`src/rtl/mem_bus_bridge.sv`:
```
// -----------------------------------------------------------------------------
// mem_bus_bridge
//
// Bridges the multi-cycle RV32I core's single-cycle re/we memory strobes onto a
// valid/ready request + response-wait system bus. Generates byte enables and
// lane-replicated store data, returns read data shifted down to lane 0, and
// holds the core with stall until the access completes. Misaligned/illegal
// accesses and bus timeouts park the bridge in a sticky fault state that only
// reset clears.
//
// Parameters
//   TIMEOUT_CYCLES  max cycles spent in REQ+RESP before faulting; 0 disables
//   CNT_W           timeout counter width, must be able to hold TIMEOUT_CYCLES
//
// Ports
//   clock, reset     rising-edge clock, synchronous active-high reset
//   re, we           core read/write strobes, held by the core while stall=1
//   addr             byte address
//   wdata            store data, right-justified in lane 0
//   size             00 byte, 01 half, 10 word, 11 illegal
//   stall            core must hold its state this cycle
//   rdata            read data shifted down to lane 0 (no sign/zero masking)
//   rdata_valid      one-cycle pulse when a read completes
//   fault            sticky misaligned/illegal/timeout indication
//   bus_req_valid    request valid (held until bus_req_ready)
//   bus_req_ready    request accepted when valid & ready
//   bus_we           1 = write, 0 = read
//   bus_addr         word-aligned address
//   bus_be           byte enables
//   bus_wdata        lane-replicated store data
//   bus_resp_valid   response/ack for the accepted request
//   bus_rdata        read data, valid with bus_resp_valid
// -----------------------------------------------------------------------------
module mem_bus_bridge #(
  parameter int unsigned TIMEOUT_CYCLES = 256,
  parameter int unsigned CNT_W          = 9
) (
  input  logic        clock,
  input  logic        reset,
  input  logic        re,
  input  logic        we,
  input  logic [31:0] addr,
  input  logic [31:0] wdata,
  input  logic [1:0]  size,
  output logic        stall,
  output logic [31:0] rdata,
  output logic        rdata_valid,
  output logic        fault,
  output logic        bus_req_valid,
  input  logic        bus_req_ready,
  output logic        bus_we,
  output logic [31:0] bus_addr,
  output logic [3:0]  bus_be,
  output logic [31:0] bus_wdata,
  input  logic        bus_resp_valid,
  input  logic [31:0] bus_rdata
);

  typedef enum logic [2:0] {
    S_IDLE,
    S_REQ,
    S_RESP,
    S_DONE,
    S_ERR
  } state_t;

  localparam logic [CNT_W-1:0] CNT_LIMIT  = CNT_W'(TIMEOUT_CYCLES);
  localparam logic [CNT_W-1:0] CNT_ONE    = CNT_W'(1);
  localparam bit               TIMEOUT_EN = (TIMEOUT_CYCLES != 0);

  state_t           state;
  state_t           state_nxt;

  // Fields captured at IDLE->REQ and held stable for the whole access.
  logic             lat_we;
  logic [31:0]      lat_addr;
  logic [3:0]       lat_be;
  logic [31:0]      lat_wdata;
  logic [1:0]       lat_off;
  logic [CNT_W-1:0] cnt;

  logic             req_any;
  logic             req_illegal;
  logic [3:0]       be_dec;
  logic [31:0]      wdata_dec;
  logic [CNT_W-1:0] cnt_inc;
  logic             timeout_hit;

  // ---------------------------------------------------------------------------
  // Request decode: legality, byte enables and lane replication
  // ---------------------------------------------------------------------------
  // NOTE: every signal driven in an always_comb gets a default before any
  // branch, so no path can leave it unassigned and infer a latch.
  always_comb begin
    req_any     = re | we;
    req_illegal = (re & we)
                | (size == 2'b11)
                | ((size == 2'b01) & addr[0])
                | ((size == 2'b10) & (addr[1:0] != 2'b00));
    be_dec      = 4'b1111;
    wdata_dec   = wdata;
    case (size)
      2'b00: begin
        be_dec    = 4'b0001 << addr[1:0];
        wdata_dec = {4{wdata[7:0]}};
      end
      2'b01: begin
        be_dec    = 4'b0011 << addr[1:0];
        wdata_dec = {2{wdata[15:0]}};
      end
      default: begin
      end
    endcase
  end

  // The counter holds the number of cycles already spent in REQ/RESP, so the
  // cycle that would make it reach the limit is the last one allowed.
  assign cnt_inc     = cnt + CNT_ONE;
  assign timeout_hit = TIMEOUT_EN && (cnt_inc == CNT_LIMIT);

  // ---------------------------------------------------------------------------
  // FSM: state register
  // ---------------------------------------------------------------------------
  // NOTE: clocked processes use non-blocking assignments only, so every
  // register samples pre-edge values regardless of process ordering.
  always_ff @(posedge clock) begin
    if (reset) state <= S_IDLE;
    else       state <= state_nxt;
  end

  // ---------------------------------------------------------------------------
  // FSM: next state
  // ---------------------------------------------------------------------------
  always_comb begin
    state_nxt = state;
    case (state)
      S_IDLE: begin
        if (req_any) state_nxt = req_illegal ? S_ERR : S_REQ;
      end
      // A handshake in the final allowed REQ cycle does not complete the
      // access, so the timeout wins here.
      S_REQ: begin
        if (timeout_hit)        state_nxt = S_ERR;
        else if (bus_req_ready) state_nxt = S_RESP;
      end
      // A response in the final allowed RESP cycle does complete the access.
      S_RESP: begin
        if (bus_resp_valid)   state_nxt = S_DONE;
        else if (timeout_hit) state_nxt = S_ERR;
      end
      S_DONE:  state_nxt = S_IDLE;
      S_ERR:   state_nxt = S_ERR;
      default: state_nxt = S_IDLE;
    endcase
  end

  // ---------------------------------------------------------------------------
  // FSM: outputs
  // ---------------------------------------------------------------------------
  always_comb begin
    stall         = 1'b0;
    rdata_valid   = 1'b0;
    fault         = 1'b0;
    bus_req_valid = 1'b0;
    case (state)
      S_IDLE: stall = req_any;
      S_REQ: begin
        stall         = 1'b1;
        bus_req_valid = 1'b1;
      end
      S_RESP: stall = 1'b1;
      // Strobes still asserted in DONE belong to the finished access.
      S_DONE: rdata_valid = ~lat_we;
      S_ERR: begin
        stall = 1'b1;
        fault = 1'b1;
      end
      default: begin
      end
    endcase
  end

  // ---------------------------------------------------------------------------
  // Latched request fields, timeout counter and read data
  // ---------------------------------------------------------------------------
  // NOTE: the datapath registers are reset too (not just the FSM) because the
  // bus fields and rdata are visible outputs that must read 0 out of reset.
  always_ff @(posedge clock) begin
    if (reset) begin
      lat_we    <= 1'b0;
      lat_addr  <= '0;
      lat_be    <= '0;
      lat_wdata <= '0;
      lat_off   <= '0;
      cnt       <= '0;
      rdata     <= '0;
    end else begin
      if ((state == S_IDLE) && req_any && !req_illegal) begin
        lat_we    <= we;
        lat_addr  <= {addr[31:2], 2'b00};
        lat_be    <= be_dec;
        lat_wdata <= wdata_dec;
        lat_off   <= addr[1:0];
        cnt       <= '0;
      end else if ((state == S_REQ) || (state == S_RESP)) begin
        cnt <= cnt_inc;
      end

      if ((state == S_RESP) && bus_resp_valid && !lat_we)
        rdata <= bus_rdata >> {lat_off, 3'b000};
    end
  end

  assign bus_we    = lat_we;
  assign bus_addr  = lat_addr;
  assign bus_be    = lat_be;
  assign bus_wdata = lat_wdata;

endmodule

```
`config.mk`:
```
export PLATFORM = sky130hd
export DESIGN_NAME = mem_bus_bridge
export DESIGN_NICKNAME = d
export VERILOG_FILES = /design/src/rtl/mem_bus_bridge.sv
export SDC_FILE = /design/constraint.sdc
export NUM_CORES = 1
export LEC_CHECK = 0
export CAP_MARGIN = 20
export CORE_UTILIZATION = 36
export CTS_BUF_LIST = sky130_fd_sc_hd__clkbuf_8
export DETAILED_ROUTE_END_ITERATION = 16
export PLACE_DENSITY = 0.75
export SETUP_SLACK_MARGIN = 0.4
export SYNTH_ARGS = -nofsm -noshare
export SYNTH_HDL_FRONTEND = slang
export SYNTH_SLANG_ARGS = --single-unit
```
`constraint.sdc`:
```
create_clock -name clock -period 5 [get_ports clock]
set_input_delay 0.75 -clock clock [delete_from_list [all_inputs] [get_ports clock]]
set_output_delay 0.75 -clock clock [all_outputs]
set_load 0.02 [all_outputs]
```
==> summary.md, run 1 <==
| Metric | Value |
|---|---|
| Main synth FF type | `dfxtp_1` |
| Met3 usage | `7.16%` |
| Critical path's slowest cell | `clkdlybuf4s50_1` |
| Setup crit end kind | `output pin` |
| Worst path arrival time | `2.22 ns` |
| Antenna viol nets, final | `0` |
| Worst reg2reg path depth | `6` |
| Syn Area/Cell | `8.06 sq um` |
| Die height | `122 microns` |
| Initial antenna violation count | `0` |
| Vias per cell | `4.98` |
| Most common cell after layout, fill and taps aside | `clkdlybuf4s50_1` |
| Post-Syn Area | `0.00516 sq mm` |
| Worst r2r src | `state[2]$_SDFFE_PP0P_` |
| Busiest grt layer | `met2` |
| Crit-path max FO | `4` |
| Pin count of the biggest net entering global routing | `106` |
| CP delay by family, top | `buffers and inverters` |
| CTS buffer count | `17` |
| Unrepaired setup endpoints after global routing | `no` |
| R2r endpoint | `bus_addr[3]$_SDFFE_PP0P_` |
| Final GP Congestion | `0.844` |
| Post-CTS setup buffer count | `0` |
| Hold Buf Count CTS | `0` |
| Clock Skew | `0.0135 ns` |
| Fin cells | `1015` |
| Core area | `0.0139 sq mm` |
| Most frequent cells in the layout | `205 x clkdlybuf4s50_1, 123 x nand2_1, 113 x dfxtp_1` |
| Post-Synthesis Cells | `640` |
| Max-slew violations | `0` |
| Post-synth EDFFs | `0` |
| R2r setup slk | `2.52 ns` |
| Routed len/inst | `14.9 microns` |
| Nets | `928` |
| Hold EP | `rdata[31]$_SDFFE_PP0P_` |
| Die X | `122 microns` |
| Worst-Skew Late Latency | `0.43 ns` |
| CTS max path bufs | `2` |
| Synth cell types | `52` |
| First drt pass iteration count | `4` |
| Worst-path cell chain | `clkdlybuf4s50_1, nor4b_2, nor2_1, clkdlybuf4s50_1` |
| Min cycle time layout | `2.97 ns` |
| Cts repair resizes | `0` |
| Worst min-delay path startpoint | `rdata[31]$_SDFFE_PP0P_` |
| Total GRT Usage | `20.5%` |
| Critical Path Source Type | `input port` |
| Final wirelength | `15100 microns` |
| # IOs | `209` |
| Yosys warning total | `0` |
| Min-Delay Path Depth | `2` |
| Via count | `5050` |
| Hold Crit Class | `reg -> reg` |
| Die area | `0.0148 sq mm` |
| Sequential share of the synthesized area | `43.9%` |
| Start point of the critical path | `we` |
| Critical Path RT | `4.25 ns` |
| F_max | `337 MHz` |
| Status | `finished, final reports clean` |
| Post-Place Cells | `981` |
| Worst rel slew slack | `58.4%` |
| Max-cap violation count | `0` |
| I/O Buffers | `206` |
| Starting density of the core | `37.0%` |
| Sink Count | `113` |
| Final hold vios | `0` |
| Drt first-iter violations | `304` |
| Crit path top cell by count | `clkdlybuf4s50_1` |
| Final setup vio count | `0` |
| Area Overhead vs Synth | `47.6%` |
| Peak VDD IR | `0.000146 V` |
| Buf/Inv on CP | `2` |
| Met2 Use GR | `32.6%` |
| # rows | `43` |
| Vias in the first global route | `4571` |
| Pwr Density | `296 mW/mm^2` |
| CP Class | `in -> out` |
| Root buf cell | `clkbuf_8` |
| Seq cells post-synth | `113` |
| Largest stage delay, worst path | `0.54 ns` |
| Fin crit share | `59.3%` |
| Slew @ Worst Pin | `0.624 ns` |
| Asr flop ratio synth | `0%` |
| Diode count | `0` |
| Clock-pin slew on the worst setup and hold paths | `0.06 ns` |
| P_leak | `0.00266 uW` |
| CTS tree | `yes` |
| Setup tns final | `0 ns` |
| Drt drc | `0` |
| H-tree depth | `4` |
| M1 GR Usage | `25.1%` |
| Gr ovfl total | `0` |
| Layout cell share with drive strength beyond 1 | `6.11%` |
| First-pass GRT wire length | `23400 microns` |
| DP HPWL | `10600 microns` |
## registers in the layout, summed over array words and instances (netlist names)
name       count
bus_be         4
bus_addr      30
bus_wdata     32
state          3
cnt            9
bus_we         1
lat_off        2
rdata         32
## area by class of cell
| cell class | count | area (sq um) |
|---|---|---|
| clock buffer | 21 | 289 |
| clock inverter | 11 | 50.0 |
| fill | 1341 | 6320 |
| inverter | 2 | 7.51 |
| multi-input combinational | 472 | 2630 |
| sequential | 113 | 2260 |
| tap | 180 | 225 |
| timing repair buffer | 216 | 2150 |
## tightest hold or removal path, cell delays in order (launching register included)
cell and delay [ns]:
dfxtp_1 0.31, nand2_1 0.05, a21oi_1 0.05
## stage by stage
step	worst slack [ns]	hold WS, ns	power, uW	cell area [sq um]	utilization, %
2_1_floorplan	2.96	0.508	1290	5160	-
3_3_place_gp	1.78	0.439	1530	7240	52.0
3_5_place_dp	1.70	0.446	1530	7240	52.0
4_1_cts	2.01	0.454	2270	7580	54.4
5_1_grt	1.92	0.462	2370	7610	54.6
6_report	2.03	0.450	2250	7610	54.6
## routing by layer
| layer | up-vias | wire, microns |
|---|---|---|
| li1 | 2580 | - |
| met1 | 2268 | 6560 |
| met2 | 178 | 6920 |
| met3 | 24 | 1380 |
| met4 | 0 | 280 |
| met5 | - | 0 |
## Yosys cell counts, drive strengths merged (2+ instances only)
library cell / n / area (sq um)
mux2i: 32 / 320
nor2: 74 / 280
o21ai: 14 / 70.1
or2: 2 / 12.5
o211ai: 8 / 60.1
or4: 2 / 15.0
buf: 31 / 179
xnor2: 6 / 52.6
a21oi: 81 / 405
nand2b: 5 / 33.8
nand3: 13 / 70.1
clkbuf: 23 / 97.6
or3: 2 / 12.5
dfxtp: 113 / 2260
nand4: 2 / 12.5
ha: 2 / 25.0
nor3: 26 / 135
a311oi: 10 / 87.6
nand3b: 2 / 15.0
o21a: 2 / 15.0
a211oi: 35 / 263
nor2b: 10 / 62.6
xor2: 4 / 35.0
nand2: 123 / 462
## how the worst max path moves through the flow
| stage | endpoint | slack, ns | cells after the start |
|---|---|---|---|
| 2_1_floorplan | bus_be[2]$_SDFFE_PP0P_ | 2.96 | 8 |
| 3_3_place_gp | bus_addr[4]$_SDFFE_PP0P_ | 1.78 | 8 |
| 3_5_place_dp | bus_addr[9]$_SDFFE_PP0P_ | 1.70 | 8 |
| 4_1_cts | stall | 2.01 | 4 |
| 5_1_grt | stall | 1.92 | 4 |
| 6_report | stall | 2.03 | 4 |
## power breakdown
group          switching, uW  internal, uW
Sequential              40.1           957
Clock                    360           381
Combinational            269           246
## kinds of logic after synthesis
group                    after synthesis  share of synthesized area (%)
XOR/XNOR                              10                           1.70
AO/OA/AOI/OAI                        156                           18.6
AND/OR/NAND/NOR                      269                           23.3
other                                  1                         0.0727
adder cells (fa/ha/maj)                2                          0.485
multiplexers                          33                           6.50
flip-flops                           113                           43.9
buffers and inverters                 56                           5.51
Power figures use the tool's default switching activity.
==> inputs of run 2 (changes only) <==
--- a/config.mk
+++ b/config.mk
@@ -9,7 +9,7 @@
 export CORE_UTILIZATION = 36
 export CTS_BUF_LIST = sky130_fd_sc_hd__clkbuf_8
 export DETAILED_ROUTE_END_ITERATION = 16
-export PLACE_DENSITY = 0.75
+export PLACE_DENSITY = 0.77
 export SETUP_SLACK_MARGIN = 0.4
 export SYNTH_ARGS = -nofsm -noshare
 export SYNTH_HDL_FRONTEND = slang
==> constraint.sdc (replaced) <==
create_clock -name clock -period 2.7 [get_ports clock]
set_input_delay 0.405 -clock clock [delete_from_list [all_inputs] [get_ports clock]]
set_output_delay 0.405 -clock clock [all_outputs]
set_load 0.02 [all_outputs]
==> run 2 against run 1 <==
Worst hold slack got worse by 0.13 ns. Routed wire length increased by 2.2%. Power increased by 100%.
==> summary.md, run 2 (same netlist as run 1, synthesis figures left out) <==
| Metric | Value |
|---|---|
| R2r endpoint | `state[0]$_SDFFE_PP0P_` |
| I/O Buffers | `206 (unchanged)` |
| Pwr Density | `585 mW/mm^2 (+98%)` |
| Sink Count | `113 (unchanged)` |
| Worst min-delay path startpoint | `reset` |
| Hold Crit Class | `in -> reg` |
| Drt first-iter violations | `263 (-13%)` |
| Nets | `931 (+0.32%)` |
| Max-cap violation count | `0 (unchanged)` |
| Routed len/inst | `15.2 microns (+1.8%)` |
| Gr ovfl total | `0 (unchanged)` |
| Hold Buf Count CTS | `0 (unchanged)` |
| Unrepaired setup endpoints after global routing | `yes` |
| Min-Delay Path Depth | `2 (unchanged)` |
| Layout cell share with drive strength beyond 1 | `7.52% (+1.4 points)` |
| Root buf cell | `clkbuf_8` |
| Worst r2r src | `cnt[0]$_SDFFE_PP0P_` |
| Peak VDD IR | `0.000369 V (+150%)` |
| F_max | `453 MHz` |
| Worst path arrival time | `1.80 ns (-0.42 ns)` |
| Min cycle time layout | `2.21 ns` |
| CTS tree | `yes` |
| Max-slew violations | `0 (unchanged)` |
| Die height | `122 microns (unchanged)` |
| Starting density of the core | `37.0% (unchanged)` |
| Buf/Inv on CP | `1 (-1)` |
| CP delay by family, top | `buffers and inverters` |
| Worst-Skew Late Latency | `0.44 ns (about the same)` |
| Area Overhead vs Synth | `50.6%` |
| Setup tns final | `0 ns (unchanged)` |
| First-pass GRT wire length | `23900 microns (+2.2%)` |
| Die area | `0.0148 sq mm (unchanged)` |
| Die X | `122 microns (unchanged)` |
| Clock Skew | `0.0132 ns (-0.000231 ns)` |
| First drt pass iteration count | `4 (unchanged)` |
| Filler instances | `1302 (-2.9%)` |
| DP Area | `0.00731 sq mm (+1.0%)` |
| Final GP Congestion | `0.822 (-2.6%)` |
| Core area | `0.0139 sq mm (unchanged)` |
| Vias in the first global route | `4824 (+5.5%)` |
| P_leak | `0.00270 uW (+1.4%)` |
| Critical Path Source Type | `flop` |
| Slew @ Worst Pin | `0.549 ns (-0.0752 ns)` |
| Vias per cell | `5.09 (+2.3%)` |
| Final hold vios | `0 (unchanged)` |
| Critical Path RT | `2.30 ns (-1.95 ns)` |
| Worst reg2reg path depth | `6 (unchanged)` |
| Most common cell after layout, fill and taps aside | `clkdlybuf4s50_1` |
| Antenna viol nets, final | `0 (unchanged)` |
| Crit-path max FO | `7 (+3)` |
| Hold EP | `bus_we$_SDFFE_PP0P_` |
| Worst-path cell chain | `nand2b_1, nor2_1, clkdlybuf4s50_1` |
| # IOs | `209 (unchanged)` |
| DP HPWL | `10900 microns (+2.6%)` |
| Status | `finished, final reports clean` |
| Worst rel slew slack | `63.3% (+4.9 points)` |
| Post-route cell area | `0.00777 sq mm (+2.0%)` |
| Critical path's slowest cell | `clkdlybuf4s50_1` |
| Most frequent cells in the layout | `204 x clkdlybuf4s50_1, 123 x nand2_1, 110 x dfxtp_1` |
| H-tree depth | `4 (unchanged)` |
| Via count | `5186 (+2.7%)` |
| Final setup vio count | `0 (unchanged)` |
| Initial antenna violation count | `1 (+1)` |
| Total GRT Usage | `21.0% (+0.53 points)` |
| # rows | `43 (unchanged)` |
| CTS buffer count | `17 (unchanged)` |
| Final wirelength | `15500 microns (+2.2%)` |
| Fin crit share | `81.7%` |
| Setup crit end kind | `output pin` |
| Drt drc | `0 (unchanged)` |
| Clock-pin slew on the worst setup and hold paths | `0.08 ns (+0.02 ns)` |
| Largest stage delay, worst path | `0.61 ns (+0.07 ns)` |
| Pin count of the biggest net entering global routing | `62 (-42%)` |
| R2r setup slk | `0.64 ns (-1.88 ns)` |
| CP Class | `reg -> out` |
| CTS max path bufs | `2 (unchanged)` |
-- run 2: cell type report --
cell class | count | area (sq um) | area share, %
Clock inverter | 14 | 181 | 2.34
Tap cell | 180 | 225 | 2.90
Clock buffer | 18 | 248 | 3.19
Antenna cell | 1 | 2.50 | 0.0322
Sequential cell | 113 | 2270 | 29.2
Multi-Input combinational cell | 472 | 2640 | 34.0
Inverter | 2 | 7.51 | 0.0967
Timing Repair Buffer | 219 | 2200 | 28.3
-- run 2: how the worst max path moves through the flow --
| stage | slack, ns | end | cells after the start | start |
|---|---|---|---|---|
| after floorplan | 0.87 | state[0]$_SDFFE_PP0P_ | 6 | cnt[0]$_SDFFE_PP0P_ |
| after global placement | 0.32 | cnt[4]$_SDFFE_PP0P_ | 6 | addr[1] |
| after detailed placement | 0.29 | cnt[6]$_SDFFE_PP0P_ | 6 | addr[1] |
| after CTS | 0.40 | stall | 4 | we |
| after global routing | 0.39 | bus_req_valid | 3 | state[1]$_SDFFE_PP0P_ |
| final | 0.49 | bus_req_valid | 3 | state[1]$_SDFFE_PP0P_ |
-- run 2: timing repair --
item,CTS,global route
setup endpoints to repair,2,3
buffers inserted,0,0
pin swaps,0,0
gates resized for setup,4,2
-- run 2: stage by stage --
step | hold slack (ns) | power, uW | utilization, % | setup WS, ns | std cells
floorplan | 0.508 | 2390 | - | 0.874 | 641
CTS | 0.298 | 4580 | 55.7 | 0.401 | 1018
finish | 0.323 | 4540 | 55.7 | 0.494 | 1019
global placement | 0.439 | 2850 | 52.5 | 0.320 | 986
detailed placement | 0.443 | 2860 | 52.5 | 0.291 | 986
global route | 0.303 | 4750 | 55.7 | 0.390 | 1019
-- run 2: worst reg2reg max path: cells and delay by family, from the launching register on --
kind            cells  cell delay [ns]
fa+ha+maj           1             0.32
compound gates      2             0.36
simple gates        3             0.78
flops               1             0.48
-- run 2: power by group --
group          switching (uW)  internal [uW]  total (uW)
clock network             768            948        1720
logic                     505            472         977
registers                77.4           1770        1850
total                    1350           3190        4540
-- run 2: per-layer routing --
| layer | global-route usage, % | vias to the layer above | part of all wire, % |
|---|---|---|---|
| met5 | 0 | - | 0 |
| met1 | 23.2 | 2401 | 41 |
| met2 | 35.6 | 187 | 48 |
| met4 | 7.25 | 0 | 1.8 |
| li1 | - | 2581 | - |
| met3 | 9.41 | 17 | 9.6 |
